$ cat src/rtl/uart_pkg.sv
// Shared types and register map for the memory-mapped UART transmitter.
package uart_pkg;

   // Serialiser states
   typedef enum logic [1:0] {
      IDLE  = 2'd0,
      START = 2'd1,
      DATA  = 2'd2,
      STOP  = 2'd3
   } uart_state_t;

   // Register select (data_address[3:2])
   localparam logic [1:0] UART_TXDATA = 2'd0;
   localparam logic [1:0] UART_STATUS = 2'd1;
   localparam logic [1:0] UART_BAUD   = 2'd2;

   // STATUS bit positions
   localparam int unsigned STAT_BUSY      = 0;
   localparam int unsigned STAT_FULL      = 1;
   localparam int unsigned STAT_EMPTY     = 2;
   localparam int unsigned STAT_OVERFLOW  = 3;
   localparam int unsigned STAT_COUNT_LSB = 8;

endpackage

$ cat src/rtl/sync_fifo.sv
// Single-clock FIFO with fall-through read data. A push while full is accepted
// only when a pop happens in the same cycle.
module sync_fifo #(
   parameter int unsigned WIDTH = 8,
   parameter int unsigned DEPTH = 8
) (
   input  logic                     i_clk,
   input  logic                     i_reset,
   input  logic                     i_push,
   input  logic                     i_pop,
   input  logic [WIDTH-1:0]         i_wdata,
   output logic [WIDTH-1:0]         o_rdata,
   output logic                     o_full,
   output logic                     o_empty,
   output logic [$clog2(DEPTH):0]   o_count
);

   localparam int unsigned AW = $clog2(DEPTH);
   localparam logic [AW-1:0] PTR_ONE = AW'(1);
   localparam logic [AW:0]   CNT_ONE = (AW + 1)'(1);
   localparam logic [AW:0]   CNT_MAX = (AW + 1)'(DEPTH);

   logic [WIDTH-1:0] r_mem [DEPTH];
   logic [AW-1:0]    r_wr_ptr;
   logic [AW-1:0]    r_rd_ptr;
   logic [AW:0]      r_count;
   logic             w_do_push;
   logic             w_do_pop;

   assign o_full    = (r_count == CNT_MAX);
   assign o_empty   = (r_count == '0);
   assign o_count   = r_count;
   assign o_rdata   = r_mem[r_rd_ptr];
   assign w_do_pop  = i_pop && !o_empty;
   assign w_do_push = i_push && (!o_full || w_do_pop);

   // Storage array, no reset needed
   always_ff @(posedge i_clk) begin
      if (w_do_push) begin
         r_mem[r_wr_ptr] <= i_wdata;
      end
   end

   // Pointers and occupancy
   always_ff @(posedge i_clk) begin
      if (i_reset) begin
         r_wr_ptr <= '0;
         r_rd_ptr <= '0;
         r_count  <= '0;
      end else begin
         if (w_do_push) r_wr_ptr <= r_wr_ptr + PTR_ONE;
         if (w_do_pop)  r_rd_ptr <= r_rd_ptr + PTR_ONE;
         case ({w_do_push, w_do_pop})
            2'b10:   r_count <= r_count + CNT_ONE;
            2'b01:   r_count <= r_count - CNT_ONE;
            default: r_count <= r_count;
         endcase
      end
   end

endmodule

$ cat src/rtl/mmio_uart_tx.sv
// Memory-mapped 8N1 UART transmitter: bus decode, control registers, TX FIFO
// and the serialiser FSM.
module mmio_uart_tx
   import uart_pkg::*;
#(
   parameter logic [31:0] BASE_ADDR    = 32'h0000_1000,
   parameter int unsigned FIFO_DEPTH   = 8,
   parameter logic [15:0] BAUD_DEFAULT = 16'd868
) (
   input  logic        i_clk,
   input  logic        i_reset,
   input  logic        i_data_require,
   input  logic        i_data_write_enable,
   input  logic [3:0]  i_data_byte_enable_map,
   input  logic [31:0] i_data_address,
   input  logic [31:0] i_data_write,
   output logic [31:0] o_data_read,
   output logic        o_tx,
   output logic        o_irq_tx_empty
);

   localparam int unsigned CW = $clog2(FIFO_DEPTH) + 1;

   uart_state_t r_state;
   uart_state_t w_state_next;

   logic [7:0]    r_shift;
   logic [15:0]   r_bit_period;
   logic [15:0]   r_timer;
   logic [2:0]    r_bit_cnt;
   logic [15:0]   r_baud_div;
   logic          r_overflow;
   logic [31:0]   r_data_read;
   logic          r_irq;

   logic          w_hit;
   logic          w_load;
   logic          w_store;
   logic [1:0]    w_sel;
   logic          w_txdata_wr;
   logic          w_push;
   logic          w_pop;
   logic          w_timer_done;
   logic [15:0]   w_period_new;
   logic          w_tx;
   logic          w_busy;
   logic [31:0]   w_rdata_mux;
   logic [7:0]    w_fifo_rdata;
   logic          w_fifo_full;
   logic          w_fifo_empty;
   logic [CW-1:0] w_fifo_count;

   assign w_hit        = i_data_require && (i_data_address[31:4] == BASE_ADDR[31:4]);
   assign w_load       = w_hit && !i_data_write_enable;
   assign w_store      = w_hit && i_data_write_enable;
   assign w_sel        = i_data_address[3:2];
   assign w_txdata_wr  = w_store && (w_sel == UART_TXDATA) && i_data_byte_enable_map[0];
   // The serialiser's pop frees a slot in the same cycle, so a full FIFO can still accept
   assign w_push       = w_txdata_wr && (!w_fifo_full || w_pop);
   assign w_timer_done = (r_timer == 16'd0);
   assign w_period_new = (r_baud_div == 16'd0) ? 16'd1 : r_baud_div;

   sync_fifo #(
      .WIDTH (8),
      .DEPTH (FIFO_DEPTH)
   ) u_fifo (
      .i_clk   (i_clk),
      .i_reset (i_reset),
      .i_push  (w_push),
      .i_pop   (w_pop),
      .i_wdata (i_data_write[7:0]),
      .o_rdata (w_fifo_rdata),
      .o_full  (w_fifo_full),
      .o_empty (w_fifo_empty),
      .o_count (w_fifo_count)
   );

   // FSM state register
   always_ff @(posedge i_clk) begin
      if (i_reset) r_state <= IDLE;
      else         r_state <= w_state_next;
   end

   // FSM next state; a pop always coincides with entering START
   always_comb begin
      w_state_next = r_state;
      w_pop        = 1'b0;
      case (r_state)
         IDLE: begin
            if (!w_fifo_empty) begin
               w_state_next = START;
               w_pop        = 1'b1;
            end
         end
         START: begin
            if (w_timer_done) w_state_next = DATA;
         end
         DATA: begin
            if (w_timer_done && (r_bit_cnt == 3'd7)) w_state_next = STOP;
         end
         STOP: begin
            if (w_timer_done) begin
               if (!w_fifo_empty) begin
                  w_state_next = START;
                  w_pop        = 1'b1;
               end else begin
                  w_state_next = IDLE;
               end
            end
         end
         default: w_state_next = IDLE;
      endcase
   end

   // FSM outputs
   always_comb begin
      w_tx   = 1'b1;
      w_busy = (r_state != IDLE);
      case (r_state)
         START:   w_tx = 1'b0;
         DATA:    w_tx = r_shift[0];
         default: w_tx = 1'b1;
      endcase
   end

   // Serialiser datapath; the bit period is latched per frame so baud writes wait
   always_ff @(posedge i_clk) begin
      if (i_reset) begin
         r_shift      <= '0;
         r_bit_period <= 16'd1;
         r_timer      <= '0;
         r_bit_cnt    <= '0;
      end else if (w_pop) begin
         r_shift      <= w_fifo_rdata;
         r_bit_period <= w_period_new;
         r_timer      <= w_period_new - 16'd1;
         r_bit_cnt    <= '0;
      end else if (r_state != IDLE) begin
         if (w_timer_done) begin
            r_timer <= r_bit_period - 16'd1;
            if (r_state == DATA) begin
               r_shift   <= {1'b0, r_shift[7:1]};
               r_bit_cnt <= r_bit_cnt + 3'd1;
            end
         end else begin
            r_timer <= r_timer - 16'd1;
         end
      end
   end

   // Load data selection
   always_comb begin
      w_rdata_mux = '0;
      case (w_sel)
         UART_STATUS: begin
            w_rdata_mux[STAT_BUSY]     = w_busy;
            w_rdata_mux[STAT_FULL]     = w_fifo_full;
            w_rdata_mux[STAT_EMPTY]    = w_fifo_empty;
            w_rdata_mux[STAT_OVERFLOW] = r_overflow;
            w_rdata_mux[STAT_COUNT_LSB +: 8] = 8'(w_fifo_count);
         end
         UART_BAUD: w_rdata_mux[15:0] = r_baud_div;
         default:   w_rdata_mux = '0;
      endcase
   end

   // Control registers, load data and interrupt
   always_ff @(posedge i_clk) begin
      if (i_reset) begin
         r_baud_div  <= BAUD_DEFAULT;
         r_overflow  <= 1'b0;
         r_data_read <= '0;
         r_irq       <= 1'b1;
      end else begin
         r_irq <= w_fifo_empty && (r_state == IDLE);
         if (w_txdata_wr && w_fifo_full && !w_pop) begin
            r_overflow <= 1'b1;
         end else if (w_store && (w_sel == UART_STATUS) && i_data_byte_enable_map[0]
                      && i_data_write[STAT_OVERFLOW]) begin
            r_overflow <= 1'b0;
         end
         if (w_store && (w_sel == UART_BAUD)) begin
            if (i_data_byte_enable_map[0]) r_baud_div[7:0]  <= i_data_write[7:0];
            if (i_data_byte_enable_map[1]) r_baud_div[15:8] <= i_data_write[15:8];
         end
         if (w_load) r_data_read <= w_rdata_mux;
      end
   end

   assign o_data_read    = r_data_read;
   assign o_tx           = w_tx;
   assign o_irq_tx_empty = r_irq;

endmodule

$ cat config.mk
export PLATFORM = sky130hd
export DESIGN_NAME = mmio_uart_tx
export DESIGN_NICKNAME = d
export VERILOG_FILES = /design/src/rtl/uart_pkg.sv /design/src/rtl/sync_fifo.sv /design/src/rtl/mmio_uart_tx.sv
export SDC_FILE = /design/constraint.sdc
export NUM_CORES = 1
export LEC_CHECK = 0
export ABC_CLOCK_PERIOD_IN_PS = 5800
export CAP_MARGIN = 15
export CORE_MARGIN = 2
export CORE_UTILIZATION = 57
export CTS_CLUSTER_DIAMETER = 150
export DETAILED_ROUTE_END_ITERATION = 10
export PLACE_DENSITY = 0.79
export SLEW_MARGIN = 20
export SYNTH_ARGS = -nofsm -noshare
export SYNTH_HDL_FRONTEND = slang
export SYNTH_SLANG_ARGS = --single-unit
$ cat constraint.sdc
create_clock -name i_clk -period 5.8 [get_ports i_clk]
set_input_delay 1.16 -clock i_clk [delete_from_list [all_inputs] [get_ports i_clk]]
set_output_delay 1.16 -clock i_clk [all_outputs]
set_load 0.005 [all_outputs]
== Word level (Yosys, flattened, before mapping) ==
Memories as Yosys holds them, arrays and structs flattened. A register that Yosys moved wholly into a read port is not among the register bits.
Index checks and enable logic that the tools add are counted.

* Multiplexer cells: 28
* Equality and inequality tests: 14
* $add $sub $neg: 8
* Reductions and logical operators: 39

{| class="wikitable"
|+ Operators by type and width
! cell !! count
|-
| 16-bit two-way mux || 4
|-
| 16-bit by 1-bit subtractor with 16-bit output (second input constant) || 3
|-
| 16-bit zero test || 2
|-
| 8-bit two-way mux || 4
|-
| 28-bit by 9-bit == test with 1-bit output (second input constant) || 1
|-
| 1-bit logical AND || 16
|-
| 4-bit case mux with 2 select lines || 2
|-
| 8-bit case mux with 2 select lines || 1
|-
| 2-bit nonzero test || 6
|-
| 3-bit by 1-bit adder with 3-bit output (second input constant) || 3
|-
| 2-bit == test (second input constant) || 4
|-
| 2-bit two-way mux || 4
|-
| 2-bit != test (second input constant) || 4
|-
| 2-bit case mux with 4 select lines || 1
|-
| 1-bit two-way mux || 7
|-
| 2-bit by 1-bit == test with 1-bit output (second input constant) || 3
|-
| 3-bit two-way mux || 2
|-
| 3-bit AND reduction || 2
|-
| 4-bit by 1-bit adder with 4-bit output (second input constant) || 1
|-
| 4-bit == test (second input constant) || 1
|-
| 1-bit zero test || 4
|-
| 2-bit zero test || 2
|-
| 4-bit zero test || 1
|-
| 4-bit two-way mux || 1
|-
| 7 further kinds || 10
|}

* Register bits after elaboration: 89
* Memories kept: 1
* Logic and storage cells: 103
* Input bits: 72
* Memory bits (writable): 64

{| class="wikitable"
|+ Memories
! memory !! words !! bits a word !! rd ports !! clocked after memory_dff !! wr ports !! RTL line !! text
|-
| u_fifo.r_mem || 8 || 8 || 1 || 1 || 1 || sync_fifo.sv:23 || <nowiki>logic [WIDTH-1:0] r_mem [DEPTH];</nowiki>
|}

== Longest topological paths before layout ==
Gate-level depths: netlist of run 1.

* Depth in word-level cells: 9
* Depth in mapped cells: 16

== Modules after synthesis ==
A second synthesis of run 1 with hierarchy kept.

* Cells, all modules: 695
* Area, all modules: 7460.9 µm²

{| class="wikitable"
|+ Modules (own cells, without submodules)
! module !! sequential area each (µm²) !! times used !! area each (µm²) !! cells each
|-
| mmio_uart_tx || 1581.5 || 1 || 4257.8 || 519
|-
| sync_fifo || 2182.1 || 1 || 3203.1 || 176
|}

== Worst setup path after synthesis of run 1 ==
No wires, ideal clock.

* Path kind: input port to flip-flop
* Start: input i_data_address[15]
* End: memory u_fifo.r_mem[0][0], enable pin
* Stages: 6
* Arrival time: 3494 ps
* Slack: 1922 ps
* Buffers on the path: 0
* Path through: nor4b_1 > nand4_1 > nor4_1 > o211ai_1 > or2_2 > nor3_1

* Word-level cells in the longest chain between the ends: 9

{| class="wikitable"
|+ RTL lines
! element !! RTL line !! text
|-
| start, declared || mmio_uart_tx.sv:15 || <nowiki>input logic [31:0] i_data_address,</nowiki>
|-
| 28-bit by 9-bit == test with 1-bit output || mmio_uart_tx.sv:53 || <nowiki>assign w_hit = i_data_require && (i_data_address[31:4] == BASE_ADDR[31:4]);</nowiki>
|-
| 1-bit logical AND || mmio_uart_tx.sv:53 ||
|-
| 1-bit logical AND || mmio_uart_tx.sv:55 || <nowiki>assign w_store = w_hit && i_data_write_enable;</nowiki>
|-
| 1-bit logical AND (2 in series) || mmio_uart_tx.sv:57 || <nowiki>assign w_txdata_wr = w_store && (w_sel == UART_TXDATA) && i_data_byte_enable_map[0];</nowiki>
|-
| 1-bit logical AND || mmio_uart_tx.sv:59 || <nowiki>assign w_push = w_txdata_wr && (!w_fifo_full || w_pop);</nowiki>
|-
| 1-bit logical AND || sync_fifo.sv:35 || <nowiki>assign w_do_push = i_push && (!o_full || w_do_pop);</nowiki>
|-
| 1-bit two-way mux || sync_fifo.sv:39 || <nowiki>if (w_do_push) begin</nowiki>
|-
| 1-bit two-way mux (implied by the code) || sync_fifo.sv:40 || <nowiki>r_mem[r_wr_ptr] <= i_wdata;</nowiki>
|-
| end, declared || sync_fifo.sv:23 ||
|}

No other way between the ends.

== Final worst setup path of run 1 ==
* Start: input i_data_address[8]
* End: register u_fifo.r_count[2] (netlist: u_fifo.o_count[2])

* Word-level cells in the longest chain between the ends: 9
* Elaborated cells between the ends (all ways): 11

{| class="wikitable"
|+ RTL lines
! element !! RTL line !! text
|-
| 28-bit by 9-bit == test with 1-bit output (*) || mmio_uart_tx.sv:53 ||
|-
| 1-bit logical AND (*) || mmio_uart_tx.sv:53 ||
|-
| 1-bit logical AND (*) || mmio_uart_tx.sv:55 ||
|-
| 1-bit logical AND (*) (2 in series) || mmio_uart_tx.sv:57 ||
|-
| 1-bit logical AND (*) || mmio_uart_tx.sv:59 ||
|-
| 1-bit logical AND (*) || sync_fifo.sv:35 ||
|-
| 2-bit by 1-bit == test with 1-bit output / 2-bit == test (equally long branches) || sync_fifo.sv:53 || <nowiki>case ({w_do_push, w_do_pop})</nowiki>
|-
| 4-bit case mux with 2 select lines / 2-bit nonzero test (equally long branches) || n/a ||
|-
| end signal, assigned || sync_fifo.sv:54 || <nowiki>2'b10: r_count <= r_count + CNT_ONE;</nowiki>
|-
| end signal, assigned || sync_fifo.sv:55 || <nowiki>2'b01: r_count <= r_count - CNT_ONE;</nowiki>
|-
| end signal, assigned || sync_fifo.sv:56 || <nowiki>default: r_count <= r_count;</nowiki>
|-
| end, declared || sync_fifo.sv:26 || <nowiki>logic [AW:0] r_count;</nowiki>
|}

Every way passes the cells marked *; elsewhere a longest branch is shown, timed or not.
A chain may end at the register's enable or synchronous reset.

==> flow_summary.toml, run 1 <==
[synth]
ys_types = 64
synth_edf_count = 64
syn_area_per_cell_um2 = 10.5
yosys-top-cells-area = "edfxtp_1, dfxtp_1, mux4_2, nand2_1, a21oi_1"
ys_seq_elements = 156
syn_area_um2 = 7160
ys_seq_area_frac = 0.526
async_flop_share = 0
synth_top_area_frac = 0.268
yosysTopAreaCell = "edfxtp_1"
ys_warn_count = 0
synth_top_flop_cell = "dfxtp_1"
synthCells = 679

[clock_network]
clock_latency_ns = 0.43
hold_buffers = 0
cts_buffers = 17
post_cts_resized = 0
post_cts_buffers = 0
root_buffer = "clkbuf_16"
clkTransAtPathRegs_ns = 0.06
clockBufferDepth = 2
cts_sinks = 156
cts_tree = "done"
htreeDepth = 4

[detailed_routing]
wl_per_cell_um = 18.3
dr.pass1.iters = 7
vias_per_cell = 5.96
maxUsedRoutingLayer = "met4"
m1WireLength_um = 7130
postRouteAntennaNets = 0
wl_met2_um = 8410
drt_iter0_drc = 596
vias = 5477
route.met3.wl_um = 1050
post-route-drc-count = 0
wl_um = 16800

[power_and_ir_drop]
p_per_area_nw_per_um2 = 341
p_switching_uw = 882
p_int_uw = 2000
ir_worst_vdd_mv = 0.266
switching_share = 0.306
pwr-share-comb = 0.228
seqPwrFrac = 0.410
leakagePower_uw = 0.00287
pwr-share-clk = 0.362

[die]
die_w_um = 116
rows = 40
die_height_um = 116
ioPinCount = 106
design.die.area_um2 = 13500
initial_core_util = 0.589
coreArea_um2 = 12200

[setup_path]
reg2reg_from = "r_timer[8]"
arrival_ns = 4.34
path_cells = "clkdlybuf4s50_1 > nor4_1 > nand4_1 > nor4_1 > buf_4 > o211ai_1 > ha_1 > xor2_1 > ha_1 > a21oi_1 > xor2_1 > or3_1 > a21oi_1"
slowest_stage = "clkdlybuf4s50_1"
crit_path_start_kind = "input port"
worstSetupEndpointType = "flop"
cp_max_fo = 7
r2r-end = "u_fifo.o_count[2]"
r2r_cells = 12
crit_family = "simple AND/OR/NAND/NOR gates"
cpPeakStageDelay_ns = 0.40
cp.required_ns = 6.15
worstSetupPathType = "in -> reg"
critPathBufInv = 2
r2r_setup_slack_ns = 1.84

[placed_design]
placed_area_um2 = 7900
place_hpwl_um = 11300
gp_congestion = 0.931
io_buffers = 69

[final_layout]
multi_input_area_um2 = 3140
fillerInstances = 901
design_area_um2 = 8460
fin_util = 0.695
area_growth_pct = 18.1
diodes = 0
seq_area_um2 = 3760
drive_gt1_frac = 0.0932
nNetsFinal = 826

[sta]
drv_slew = 0
clock.fmax_ghz = 0.250
post-route-period-util = 0.689
skew_ns = 0.00882
tns_ns = 0
whs_ns = 0.453
maxSlewHeadroom = 0.315
min_period_ns = 3.99
setup_violations = 0
hold_viol = 0
rsz0062_at_grt = "false"
tightest_slew_ns = 1.02

[hold_path]
worstHoldPathCells = 2
holdPathEnd = "o_data_read[8]"
hp-start = "o_data_read[8]"
hold_class = "reg -> reg"

[flow_run]
cap_violations = 0

[outcome]
status = "completed"

[grt]
grt_pass1_wl_um = 26800
gr-total-overflow = 0
grt_antenna_before_repair = 0
grt_use_total = 0.264
grt_pass1_vias = 5218
grt_max_degree = 74
-- kinds of logic (layout without fill, tap and decap cells) --
kind of cell	after synthesis	in the layout	synth area share
and+or+nand+nor	236	236	0.156
DFF	156	156	0.526
AOI/OAI and AO/OA	147	147	0.135
buffers and inverters	63	120	0.0439
muxes	44	44	0.0914
adders and majority gates	16	16	0.0280
xor gates and xnor gates	16	16	0.0196
other	1	16	0.000524
-- power groups by stage --
stage | clock network (µW) | registers [µW] | logic (µW)
final | 1050 | 1180 | 656
after detailed placement | 0 | 1210 | 644
after global routing | 1100 | 1180 | 719
after CTS | 1050 | 1180 | 647
after global placement | 0 | 1210 | 619
after floorplan | 0 | 1200 | 476
-- how the worst max path moves through the flow --
stage                       startpoint                  to  slack [ns]  cells after the start
floorplan           i_data_address[15]  u_fifo.r_mem[0][0]        1.92                      6
global placement    i_data_address[15]   u_fifo.o_count[2]        1.45                     13
detailed placement  i_data_address[15]   u_fifo.o_count[2]        1.45                     13
CTS                  i_data_address[8]   u_fifo.o_count[2]        1.87                     13
global route                r_timer[9]   u_fifo.o_count[2]        1.55                     12
finish               i_data_address[8]   u_fifo.o_count[2]        1.81                     13
-- worst min-delay path: cells and delay by family (launching register included) --
family	cells	cell delay, ns
simple gates	1	0.05
compound gates	1	0.05
flops	1	0.30
-- area by class of cell --
type | instances | area share
Sequential cell | 156 | 0.445
Multi-Input combinational cell | 475 | 0.372
Tap cell | 168 | 0.0249
Timing Repair Buffer | 76 | 0.0873
Inverter | 12 | 0.00533
Clock inverter | 12 | 0.0139
Clock buffer | 20 | 0.0516
-- placed cells by master (no fill, tap or decap), types with 5 or more instances in the layout --
| cell type | synthesis | final |
|---|---|---|
| nor4_1 | 13 | 13 |
| inv_1 | 11 | 11 |
| ha_1 | 16 | 16 |
| nand3_1 | 24 | 24 |
| nand2_1 | 86 | 86 |
| conb_1 | 1 | 16 |
| buf_4 | 16 | 7 |
| nor3_1 | 15 | 15 |
| o21ai_0 | 16 | 16 |
| nor2b_1 | 11 | 11 |
| mux4_2 | 16 | 16 |
| clkdlybuf4s50_1 | 0 | 68 |
| xnor2_1 | 12 | 12 |
| dfxtp_1 | 92 | 91 |
| mux2i_1 | 26 | 26 |
| a211o_1 | 5 | 5 |
| nand2b_1 | 5 | 5 |
| clkbuf_16 | 0 | 17 |
| a21oi_1 | 58 | 58 |
| edfxtp_1 | 64 | 64 |
| a211oi_1 | 26 | 26 |
| nor2_1 | 53 | 53 |
| o21a_1 | 6 | 6 |
-- sequential cells by signal (all words and copies together) (netlist names), named ones only --
signal / count
o_irq_tx_empty: 1
u_fifo.r_rd_ptr: 3
u_fifo.r_wr_ptr: 3
o_data_read: 16
r_overflow: 1
r_bit_period: 16
r_baud_div: 16
r_bit_cnt: 3
u_fifo.o_count: 4
r_timer: 16
u_fifo.r_mem: 64
r_shift: 8
r_state: 2
-- per-layer routing --
metal / track usage / up-vias
met5: 0 / -
met2: 0.420 / 205
met4: 0.0921 / 0
met1: 0.356 / 2659
li1: - / 2588
met3: 0.0649 / 25
-- Yosys cell counts, drive strengths merged, types with 2 or more instances --
library cell  count
a211o             5
a211oi           27
a21o              5
a21oi            59
a221oi            2
a22o              4
a2bb2oi           2
a311oi            4
a31oi             2
and2              2
and3              5
and4              2
buf              22
clkbuf           29
dfxtp            92
edfxtp           64
ha               16
inv              12
mux2i            27
mux4             16
nand2            86
nand2b            5
nand3            24
nand3b            3
nand4             4
nor2             53
nor2b            11
nor3             15
nor4             15
nor4b             2
o2111ai           2
o211ai            4
o21a              6
o21ai            16
o31ai             2
or2               2
or3               3
or4               3
xnor2            12
xor2              4
-- through the flow --
stage | setup WS [ns] | std cells | total power (µW)
4_1_cts | 1.87 | 919 | 2880
2_1_floorplan | 1.92 | 694 | 1680
3_3_place_gp | 1.45 | 887 | 1820
6_report | 1.81 | 919 | 2890
3_5_place_dp | 1.45 | 887 | 1850
5_1_grt | 1.55 | 919 | 3010
Power figures use the tool's default switching activity.
==> run 2, diff against run 1 <==
--- a/config.mk
+++ b/config.mk
@@ -5,13 +5,13 @@
 export SDC_FILE = /design/constraint.sdc
 export NUM_CORES = 1
 export LEC_CHECK = 0
-export ABC_CLOCK_PERIOD_IN_PS = 5800
+export ABC_CLOCK_PERIOD_IN_PS = 3450
 export CAP_MARGIN = 15
 export CORE_MARGIN = 2
-export CORE_UTILIZATION = 57
+export CORE_UTILIZATION = 49
 export CTS_CLUSTER_DIAMETER = 150
 export DETAILED_ROUTE_END_ITERATION = 10
-export PLACE_DENSITY = 0.79
+export PLACE_DENSITY = 0.72
 export SLEW_MARGIN = 20
 export SYNTH_ARGS = -nofsm -noshare
 export SYNTH_HDL_FRONTEND = slang
==> constraint.sdc (replaced) <==
create_clock -name i_clk -period 3.45 [get_ports i_clk]
set_input_delay 0.69 -clock i_clk [delete_from_list [all_inputs] [get_ports i_clk]]
set_output_delay 0.69 -clock i_clk [all_outputs]
set_load 0.005 [all_outputs]
==> flow_summary.toml, run 2 (synthesis results as in run 1) <==
[die]
initial_core_util = 0.496
design.die.area_um2 = 15600
die_height_um = 125
die_w_um = 125
rows = 44
coreArea_um2 = 14400
ioPinCount = 106

[sta]
min_period_ns = 3.27
clock.fmax_ghz = 0.306
tightest_slew_ns = 0.842
post-route-period-util = 0.947
skew_ns = 0.0104
drv_slew = 0
hold_viol = 0
setup_violations = 0
rsz0062_at_grt = "false"
tns_ns = 0
maxSlewHeadroom = 0.438

[detailed_routing]
wl_um = 16800
postRouteAntennaNets = 0
dr.pass1.iters = 5
vias = 5506
vias_per_cell = 5.74
drt_iter0_drc = 429
wl_per_cell_um = 17.5
post-route-drc-count = 0

[grt]
grt_use_total = 0.219
grt_antenna_before_repair = 0
grt_max_degree = 50
grt_pass1_vias = 5503
gr-total-overflow = 0
grt_pass1_wl_um = 27400

[placed_design]
io_buffers = 69
gp_congestion = 0.926
place_hpwl_um = 11700

[clock_network]
clock_latency_ns = 0.43
post_cts_buffers = 0
clockBufferDepth = 2
cts_buffers = 17
cts_sinks = 156
htreeDepth = 4
clkTransAtPathRegs_ns = 0.06
cts_tree = "done"
root_buffer = "clkbuf_16"

[setup_path]
crit_start = "r_state[0]"
r2r_setup_slack_ns = 0.18
cp.required_ns = 3.81
worstSetupPathType = "reg -> reg"
critical_path.endpoint = "u_fifo.o_count[2]"
crit_path_start_kind = "flop"
worstSetupEndpointType = "flop"
r2r_cells = 14
cp_max_fo = 16
reg2reg_from = "r_state[0]"
r2r-end = "u_fifo.o_count[2]"
arrival_ns = 3.63

[final_layout]
largest_register_ffs = 64
regMostFlops = "u_fifo.r_mem"
mostFrequentLayoutCells = "dfxtp_1, nand2_1, clkdlybuf4s50_1"
area_growth_pct = 21.3
final_common_cell = "dfxtp_1"
nNetsFinal = 850
drive_gt1_frac = 0.123
diodes = 0
fin_util = 0.602

[flow_run]
cap_violations = 0

[power_and_ir_drop]
ir_worst_vdd_mv = 0.395
leakagePower_uw = 0.00301
p_per_area_nw_per_um2 = 577

[outcome]
status = "completed"

[hold_path]
hold_class = "reg -> reg"
## run 2: cell types whose count changed in the layout (fill, tap and decap cells not counted), moves of 2 or more
| cell | previous run | this run |
|---|---|---|
| clkbuf_1 | 3 | 0 |
| buf_4 | 7 | 30 |
| inv_6 | 3 | 6 |
| clkinv_1 | 1 | 3 |
## run 2: cell type report
type                       instances  area [µm²]
tap                              184         230
timing repair buffer             100         931
sequential                       156        3760
clock buffer                      17         425
multi-input combinational        475        3160
fill                            1159        5740
clock inverter                    15         135
inverter                          12        45.0
## run 2: repair_timing
action	4_1_cts	5_1_grt
hold buffers	0	0
resized for setup	0	1
setup endpoints to repair	0	3
## run 2: worst min-delay path by stage
stage	startpoint	endpoint	depth (start not counted)
floorplan	r_bit_period[7]	r_bit_period[7]	2
global placement	r_bit_period[10]	r_bit_period[10]	2
detailed placement	o_data_read[15]	o_data_read[15]	2
CTS	o_data_read[5]	o_data_read[5]	2
global route	o_data_read[5]	o_data_read[5]	2
finish	o_data_read[5]	o_data_read[5]	2
## run 2: worst max-delay path: stages, from the launching register on
cell     delay, ns
dfxtp_1       0.37
inv_1         0.12
ha_1          0.36
nor2b_1       0.40
and2_4        0.26
a21oi_4       0.05
inv_2         0.16
buf_4         0.25
ha_1          0.22
xor2_1        0.16
ha_1          0.16
a21oi_1       0.05
xor2_1        0.17
or3_1         0.32
a21oi_1       0.15
## run 2: per-stage QoR
stage | area [µm²] | setup WS, ns | cells | hold WS, ns | power [µW]
floorplan | 7220 | 0.0422 | 694 | 0.432 | 2820
global placement | 8120 | 0.0469 | 927 | 0.441 | 3200
detailed placement | 8120 | -0.0918 | 927 | 0.445 | 3240
CTS | 8680 | 0.114 | 959 | 0.454 | 5000
global route | 8690 | 0.000632 | 959 | 0.478 | 5200
finish | 8690 | 0.182 | 959 | 0.455 | 5010
## run 2: power breakdown
group / internal (µW) / switching (µW) / leakage [µW]
clock network: 999 / 776 / 0.000268
registers: 1960 / 36.3 / 0.00132
logic: 521 / 720 / 0.00142
## run 2: routing by layer
metal,global-route usage,vias up,routed length (µm)
li1,-,2641,-
met1,0.275,2638,7180
met2,0.381,198,8350
met3,0.0447,29,977
met4,0.0693,0,266
met5,0,-,0
